<file path="config.mk">
export PLATFORM = sky130hd
export DESIGN_NAME = uart_rx_frame_dispatcher
export DESIGN_NICKNAME = d
export VERILOG_FILES = /design/src/rtl/uart_rx_frame_dispatcher_pkg.sv /design/src/rtl/uart_rx_commit_fifo.sv /design/src/rtl/uart_rx_frame_dispatcher.sv
export SDC_FILE = /design/constraint.sdc
export NUM_CORES = 1
export LEC_CHECK = 0
export BUFFER_PORTS_ARGS = -buffer_cell sky130_fd_sc_hd__buf_2
export CORE_ASPECT_RATIO = 1.4
export CORE_UTILIZATION = 40
export CTS_CLUSTER_DIAMETER = 30
export DETAILED_ROUTE_END_ITERATION = 8
export GPL_ROUTABILITY_DRIVEN = 0
export MAX_ROUTING_LAYER = met4
export PLACE_DENSITY_LB_ADDON = 0.25
export RECOVER_POWER = 100
export SLEW_MARGIN = 20
export SYNTH_ARGS = -nofsm -noshare
export SYNTH_HDL_FRONTEND = slang
export SYNTH_SLANG_ARGS = --single-unit
export TNS_END_PERCENT = 5
</file>
<file path="constraint.sdc">
create_clock -name Clock -period 2.91 [get_ports Clock]
set_clock_uncertainty 0.2 [all_clocks]
set_input_delay 0.291 -clock Clock [delete_from_list [all_inputs] [get_ports Clock]]
set_output_delay 0.291 -clock Clock [all_outputs]
set_load 0.005 [all_outputs]
</file>
<file path="src/rtl/uart_rx_frame_dispatcher_pkg.sv">
// Shared types for the UART RX frame dispatcher: FSM states, FIFO entry layout, default sync marker.
package uart_pkg;

   localparam int                        UART_DATA_BITS = 8;
   localparam int                        UART_CHAN_W    = 2;
   localparam logic [UART_DATA_BITS-1:0] UART_SYNC_BYTE = 8'hA5;

   typedef enum logic [2:0] {
      HUNT,
      CHAN,
      LEN,
      PAYLOAD,
      CSUM,
      DISCARD
   } rx_frame_state_t;

   typedef struct packed {
      logic                      last;
      logic [UART_CHAN_W-1:0]    chan;
      logic [UART_DATA_BITS-1:0] data;
   } rx_frame_entry_t;

endpackage

</file>
<file path="src/rtl/uart_rx_commit_fifo.sv">
// Payload FIFO with a commit pointer between write and read: entries past the commit pointer are
// speculative and invisible to the consumer until committed, or discarded by a rollback.
module uart_rx_commit_fifo
   import uart_pkg::*;
#(
   parameter int FIFO_DEPTH = 16
) (
   input  logic                        i_clk,
   input  logic                        i_rst_n,
   input  logic                        i_push,
   input  rx_frame_entry_t             i_push_entry,
   input  logic                        i_pop,
   input  logic                        i_commit,
   input  logic                        i_rollback,
   output rx_frame_entry_t             o_head,
   output logic                        o_empty,
   output logic [$clog2(FIFO_DEPTH):0] o_free
);

   localparam int              AW      = $clog2(FIFO_DEPTH);
   localparam logic [AW:0]     DEPTH_V = (AW+1)'(FIFO_DEPTH);
   localparam logic [AW:0]     ONE     = (AW+1)'(1);

   rx_frame_entry_t r_mem [FIFO_DEPTH];
   logic [AW:0]     r_wr;
   logic [AW:0]     r_cm;
   logic [AW:0]     r_rd;
   logic [AW:0]     w_wr_next;

   assign w_wr_next = i_push ? (r_wr + ONE) : r_wr;

   // Commit publishes this cycle's push too, so a byte can become visible on its own strobe edge.
   always_ff @(posedge i_clk or negedge i_rst_n) begin
      if (!i_rst_n) begin
         r_wr <= '0;
         r_cm <= '0;
         r_rd <= '0;
      end else begin
         r_wr <= i_rollback ? r_cm : w_wr_next;
         if (i_commit)
            r_cm <= w_wr_next;
         if (i_pop && !o_empty)
            r_rd <= r_rd + ONE;
      end
   end

   always_ff @(posedge i_clk) begin
      if (i_push)
         r_mem[r_wr[AW-1:0]] <= i_push_entry;
   end

   assign o_empty = (r_cm == r_rd);
   assign o_head  = r_mem[r_rd[AW-1:0]];
   assign o_free  = DEPTH_V - (r_wr - r_rd);

endmodule

</file>
<file path="src/rtl/uart_rx_frame_dispatcher.sv">
// Frames the UART RX byte stream (SYNC, CHAN, LEN, payload[, CSUM]) into a tagged valid/ready stream.
// Define UART_RX_CHECKSUM_EN to add the CSUM byte with speculative payload writes and rollback.
module uart_rx_frame_dispatcher
   import uart_pkg::*;
#(
   parameter int                   DATA_BITS    = UART_DATA_BITS,
   parameter int                   NUM_CHANNELS = 4,
   parameter int                   FIFO_DEPTH   = 16,
   parameter int                   MAX_LEN      = 16,
   parameter logic [DATA_BITS-1:0] SYNC_BYTE    = UART_SYNC_BYTE
) (
   input  logic                            Clock,
   input  logic                            ResetN,
   input  logic                            RxReady,
   input  logic [DATA_BITS-1:0]            RxData,
   output logic                            OutValid,
   input  logic                            OutReady,
   output logic [DATA_BITS-1:0]            OutData,
   output logic [$clog2(NUM_CHANNELS)-1:0] OutChannel,
   output logic                            OutLast,
   output logic                            FrameError,
   output logic                            Overflow,
   output logic                            Busy
);

   localparam int                   CHAN_W = $clog2(NUM_CHANNELS);
   localparam int                   CNT_W  = DATA_BITS + 1;
   localparam int                   FREE_W = $clog2(FIFO_DEPTH) + 1;
   localparam logic [DATA_BITS-1:0] NCH_B  = DATA_BITS'(NUM_CHANNELS);
   localparam logic [DATA_BITS-1:0] MAXL_B = DATA_BITS'(MAX_LEN);
   localparam logic [CNT_W-1:0]     CNT_1  = CNT_W'(1);

   rx_frame_state_t    r_state, w_state_n;
   logic [CNT_W-1:0]   r_count, w_count_n;
   logic [CHAN_W-1:0]  r_chan, w_chan_n;
   logic               r_ferr, w_ferr_n;
   logic               r_ovf, w_ovf_n;
   logic               w_push, w_pop, w_commit, w_rollback, w_empty;
   logic [FREE_W-1:0]  w_free;
   rx_frame_entry_t    w_push_entry, w_head;
`ifdef UART_RX_CHECKSUM_EN
   logic [DATA_BITS-1:0] r_sum, w_sum_n, w_csum_chk;
   assign w_csum_chk = r_sum + RxData;
`endif

   assign w_push_entry = '{last: (r_count == CNT_1), chan: r_chan, data: RxData};

   always_comb begin
      w_state_n  = r_state;
      w_count_n  = r_count;
      w_chan_n   = r_chan;
      w_ferr_n   = 1'b0;
      w_ovf_n    = 1'b0;
      w_push     = 1'b0;
      w_commit   = 1'b0;
      w_rollback = 1'b0;
`ifdef UART_RX_CHECKSUM_EN
      w_sum_n    = r_sum;
`endif
      if (RxReady) begin
         case (r_state)
            HUNT: begin
               if (RxData == SYNC_BYTE) begin
                  w_state_n = CHAN;
`ifdef UART_RX_CHECKSUM_EN
                  w_sum_n   = '0;
`endif
               end
            end
            CHAN: begin
               if (RxData >= NCH_B) begin
                  w_ferr_n  = 1'b1;
                  w_state_n = HUNT;
               end else begin
                  w_chan_n  = RxData[CHAN_W-1:0];
                  w_state_n = LEN;
`ifdef UART_RX_CHECKSUM_EN
                  w_sum_n   = r_sum + RxData;
`endif
               end
            end
            LEN: begin
               if (RxData == '0 || RxData > MAXL_B) begin
                  w_ferr_n  = 1'b1;
                  w_state_n = HUNT;
               end else if (CNT_W'(w_free) < CNT_W'(RxData)) begin
                  // The whole frame, checksum included, is swallowed so the FSM resyncs cleanly.
                  w_ovf_n   = 1'b1;
                  w_state_n = DISCARD;
`ifdef UART_RX_CHECKSUM_EN
                  w_count_n = CNT_W'(RxData) + CNT_1;
`else
                  w_count_n = CNT_W'(RxData);
`endif
               end else begin
                  w_count_n = CNT_W'(RxData);
                  w_state_n = PAYLOAD;
`ifdef UART_RX_CHECKSUM_EN
                  w_sum_n   = r_sum + RxData;
`endif
               end
            end
            PAYLOAD: begin
               w_push    = 1'b1;
               w_count_n = r_count - CNT_1;
`ifdef UART_RX_CHECKSUM_EN
               w_sum_n   = r_sum + RxData;
               if (r_count == CNT_1)
                  w_state_n = CSUM;
`else
               w_commit  = 1'b1;
               if (r_count == CNT_1)
                  w_state_n = HUNT;
`endif
            end
`ifdef UART_RX_CHECKSUM_EN
            CSUM: begin
               if (w_csum_chk == '0) begin
                  w_commit   = 1'b1;
               end else begin
                  w_rollback = 1'b1;
                  w_ferr_n   = 1'b1;
               end
               w_state_n = HUNT;
            end
`endif
            DISCARD: begin
               w_count_n = r_count - CNT_1;
               if (r_count == CNT_1)
                  w_state_n = HUNT;
            end
            default: w_state_n = HUNT;
         endcase
      end
   end

   always_ff @(posedge Clock or negedge ResetN) begin
      if (!ResetN) begin
         r_state <= HUNT;
         r_count <= '0;
         r_chan  <= '0;
         r_ferr  <= 1'b0;
         r_ovf   <= 1'b0;
`ifdef UART_RX_CHECKSUM_EN
         r_sum   <= '0;
`endif
      end else begin
         r_state <= w_state_n;
         r_count <= w_count_n;
         r_chan  <= w_chan_n;
         r_ferr  <= w_ferr_n;
         r_ovf   <= w_ovf_n;
`ifdef UART_RX_CHECKSUM_EN
         r_sum   <= w_sum_n;
`endif
      end
   end

   uart_rx_commit_fifo #(
      .FIFO_DEPTH (FIFO_DEPTH)
   ) u_fifo (
      .i_clk        (Clock),
      .i_rst_n      (ResetN),
      .i_push       (w_push),
      .i_push_entry (w_push_entry),
      .i_pop        (w_pop),
      .i_commit     (w_commit),
      .i_rollback   (w_rollback),
      .o_head       (w_head),
      .o_empty      (w_empty),
      .o_free       (w_free)
   );

   // Head fields are gated so stale or unwritten RAM never shows on an idle stream.
   assign OutValid   = !w_empty;
   assign w_pop      = OutValid && OutReady;
   assign OutData    = OutValid ? w_head.data : '0;
   assign OutChannel = OutValid ? w_head.chan : '0;
   assign OutLast    = OutValid ? w_head.last : 1'b0;
   assign FrameError = r_ferr;
   assign Overflow   = r_ovf;
   assign Busy       = (r_state != HUNT);

endmodule

</file>
==> results.txt <==
The worst reg2reg path endpoint was r_state[2]. The final net count was 629. The cell count of the worst reg-to-reg path works out to 9. Summed over all nets, the half-perimeter wirelength after detailed placement is 12.2 mm.

The TritonCTS sink count was 207. The clock slew at the register clock pins of the worst setup and hold paths was 0.04 ns. The flow ran to the end, but the final reports show violations.

The commonest register cell after synthesis was sky130_fd_sc_hd__edfxtp_1. In this run the tightest slew margin relative to its limit is -23.7%. The overall overflow remaining after global route was 0; the number of synthesized flops with an enable pin was 176. Detailed routing inserted a total of 4978 vias.

Setup repair after global routing could not meet its margin everywhere. For the post-synthesis net count, the log shows 555. The maximum root-to-sink buffer count came out at 3.

The number of synthesized register bits came out at 207. Setup violations remaining at the end of the flow were counted as 0. The register share of total power is 34.1%. The top cell types in the final layout, fill and taps aside, are 176 x sky130_fd_sc_hd__edfxtp_1, 44 x sky130_fd_sc_hd__mux4_2, 42 x sky130_fd_sc_hd__clkbuf_1.

The tools report the number of violations of the max-capacitance limit as 1. STA classifies the critical path endpoint as an output port. Of all flip-flops after synthesis, the portion carrying an async set or reset was 15.0%.

The tools report the clock share of power as 42.5%. The library cell used most frequently in the layout, excluding fill and tap cells, is sky130_fd_sc_hd__edfxtp_1. The highest achievable clock rate was 353 MHz. The logs give 0.0776 ns for the worst setup slack after layout and 0.16 ns for the setup slack of the worst register-to-register path. Kind of path behind the tightest hold check: input port to register. The worst setup path is launched from a register. The worst path required time came out at 2.42 ns. The switching power share of the total was 27.5%; the largest net degree at the start of global routing was 49. The number of antenna diodes in the final layout is 0. Overall power consumption after layout is estimated at 9.92 mW.

The first detailed-routing pass ran for 4 iterations. The ratio of cells with drive above 1 in the final layout works out to 21.6%. In the finished design, the share of the clock period the worst path needs comes to 97.3%.

The data arrival time of the critical path is 2.34 ns. After detailed routing, the average wire length per cell comes to 21.3 um. Measured along the x axis, the die boundary spans 128 um.

The leakage dissipation was 3.67 nW; the area of the mapped netlist was 0.00892 mm2. The post-route DRC violation count was 0. In this run the worst setup path begins at u_fifo.r_rd[0]. The largest total area in the synthesized netlist belongs to sky130_fd_sc_hd__edfxtp_1. The H-tree was split into 2 levels. The die is 179 um tall. For the number of CTS-inserted buffers, the log shows 37.

Counting every instance in the synthesized netlist gives 524. Sequential elements use 68.0% of the synthesized area. From synthesis to final layout, the design area changed by 21.0%. Of the post-synthesis cell area, the dominant cell type holds 59.3%. Yosys mapped the design onto 56 distinct sky130hd cell types. The checks that failed: capacitance limit, slew limit. Ratio of routed vias to standard cells: 5.39.

The final-report hold violation count is 0, and the number of I/O pins is 27. The first global-routing pass estimated 30.2 mm of wire. The logs give 0 ns for the aggregate negative setup slack and 7.19 mW for the internal cell power. The number of placed instances, taps included, is 850.

In this run the clock root is driven by a sky130_fd_sc_hd__clkbuf_16. Dividing the synthesized area by the synthesized cell count gives 17.0 um2. The logs give 0.540 mV for the worst vdd rail ir drop and 5219 for the via count of the first global-routing pass. The critical path ends at OutData[3].

For the standard cell core area, the log shows 0.0219 mm2. Timing analysis after detailed placement gives a worst setup slack of 0.0766 ns. During placement, the flow inserted port buffers numbering 26.

The power density over cell area works out to 920 mW/mm2. The run gives 0 as the initial antenna violation count. In this run the critical register-to-register path is launched from u_fifo.r_wr[1]. The tightest hold path in the finished design has a slack of 0.0658 ns. At the pin with the least slew margin, the transition time is 1.85 ns. For the count of synthesis-stage warnings from yosys, the log shows 0. The total number of placement rows came out at 64. The worst path in the final design needs a cycle of 2.83 ns, including I/O delays and setup.

The logs give 923 for the final cell count without fillers and 18.5% for the total global-route track usage. The clock latency on the worst-skew pair was 0.50 ns; the power dissipated by switching net loads was 2.73 mW. The run gives 23.4% as the logic gate share of total power.

The total wire length was 19.6 mm. Kind of critical path: register to output port. TritonCTS built the clock tree. For the initial cell density of the core, the log shows 40.8%.

The filler cells instantiated in the layout total 1852. In this run, the number of DRC markers left after iteration 0 of detailed routing was 350. For the die area, the log shows 0.0229 mm2. The detail route stage leaves a number of antenna-violating nets equal to 0. The largest fanout on the critical path was 24. Yosys attributes the largest share of cell area to sky130_fd_sc_hd__edfxtp_1 59%, sky130_fd_sc_hd__mux4_2 11%, sky130_fd_sc_hd__dfrtp_1 8.7%, sky130_fd_sc_hd__mux2i_1 2.7%, sky130_fd_sc_hd__ha_1 2.5%. Number of pins exceeding their max-slew limit in the final report: 32.
[critical path, stage by stage (launching register included)]
cell and delay (ns):
sky130_fd_sc_hd__dfrtp_4 0.47, sky130_fd_sc_hd__buf_16 0.24, sky130_fd_sc_hd__mux4_2 0.56, sky130_fd_sc_hd__mux2i_1 0.28
sky130_fd_sc_hd__o22ai_1 0.15, sky130_fd_sc_hd__buf_2 0.15
[worst min path at each step]
stage | startpoint | end | slack [ns] | depth (start not counted)
4_1_cts | RxData[3] | u_fifo.r_mem[1][3] | 0.03 | 1
6_report | RxReady | FrameError | 0.07 | 3
3_3_place_gp | ResetN | u_fifo.r_cm[1] | 0.20 | 1
5_1_grt | RxReady | FrameError | 0.08 | 3
2_1_floorplan | ResetN | FrameError | -0.20 | 0
3_5_place_dp | ResetN | u_fifo.r_cm[3] | 0.21 | 1
[power groups by stage]
stage	clock network [mW]	logic (mW)	registers, mW
after CTS	4.28	2.37	3.38
after detailed placement	0	2.27	3.41
after floorplan	0	1.61	3.38
after global routing	4.42	2.53	3.39
after global placement	0	2.23	3.41
final	4.21	2.32	3.39
[final cells by class]
| cell class | count | area (um2) | share of cell area, % |
|---|---|---|---|
| Clock buffer | 42 | 966 | 8.96 |
| Clock inverter | 25 | 268 | 2.48 |
| Sequential cell | 207 | 6070 | 56.2 |
| Tap cell | 297 | 372 | 3.45 |
| Timing Repair Buffer | 62 | 367 | 3.40 |
| Multi-Input combinational cell | 270 | 2670 | 24.8 |
| Inverter | 20 | 75.1 | 0.696 |
[state kept, by name, summed over array words and instances (netlist names)]
| register | count |
|---|---|
| u_fifo.r_wr | 5 |
| FrameError | 1 |
| r_chan | 2 |
| u_fifo.r_mem | 176 |
| Overflow | 1 |
| u_fifo.r_rd | 5 |
| r_count | 9 |
| r_state | 3 |
| u_fifo.r_cm | 5 |
[per-stage QoR]
| stage | util [%] | area [um2] |
|---|---|---|
| detailed placement | 43.7 | 9560 |
| CTS | 49.8 | 10900 |
| floorplan | - | 8920 |
| global route | 49.3 | 10800 |
| finish | 49.3 | 10800 |
| global placement | 43.7 | 9560 |
[routing by layer]
metal  track usage (%)  vias to the layer above  wire length [um]
met5                 -                        -                 0
met4              5.78                        0               355
met3              3.43                       30               963
met2              31.6                      132             10200
met1              22.3                     2553              8140
li1                  -                     2263                 -
[kinds of logic after synthesis]
kind of cell	synth area share, %
AOI/OAI and AO/OA	4.90
xor gates and xnor gates	2.06
adders and majority gates	2.75
buffers and inverters	2.29
DFF	68.0
muxes	14.2
and+or+nand+nor	5.84
[what timing repair did]
item,CTS,global route
endpoints found under the setup margin,11,12
pin swaps,0,1
resized for setup,6,7
buffers inserted,0,0
hold endpoints to repair,35,0
hold buffers,5,0
gates cloned,1,0
[cells in the mapped netlist (3+ instances only)]
cell,count
sky130_fd_sc_hd__a211oi_1,4
sky130_fd_sc_hd__a21oi_1,11
sky130_fd_sc_hd__a31oi_1,3
sky130_fd_sc_hd__buf_1,6
sky130_fd_sc_hd__buf_2,7
sky130_fd_sc_hd__buf_4,3
sky130_fd_sc_hd__clkbuf_1,10
sky130_fd_sc_hd__dfrtp_1,31
sky130_fd_sc_hd__edfxtp_1,176
sky130_fd_sc_hd__ha_1,18
sky130_fd_sc_hd__inv_1,20
sky130_fd_sc_hd__mux2i_1,24
sky130_fd_sc_hd__mux4_2,44
sky130_fd_sc_hd__nand2_1,19
sky130_fd_sc_hd__nand3_1,9
sky130_fd_sc_hd__nand4_1,5
sky130_fd_sc_hd__nand4b_1,3
sky130_fd_sc_hd__nor2_1,24
sky130_fd_sc_hd__nor2b_1,3
sky130_fd_sc_hd__nor3_1,8
sky130_fd_sc_hd__nor4_1,6
sky130_fd_sc_hd__o211ai_1,5
sky130_fd_sc_hd__o21ai_0,6
sky130_fd_sc_hd__o221ai_1,3
sky130_fd_sc_hd__o22ai_1,13
sky130_fd_sc_hd__or3_1,3
sky130_fd_sc_hd__xnor2_1,15
sky130_fd_sc_hd__xor2_1,6
Power figures use the tool's default switching activity.
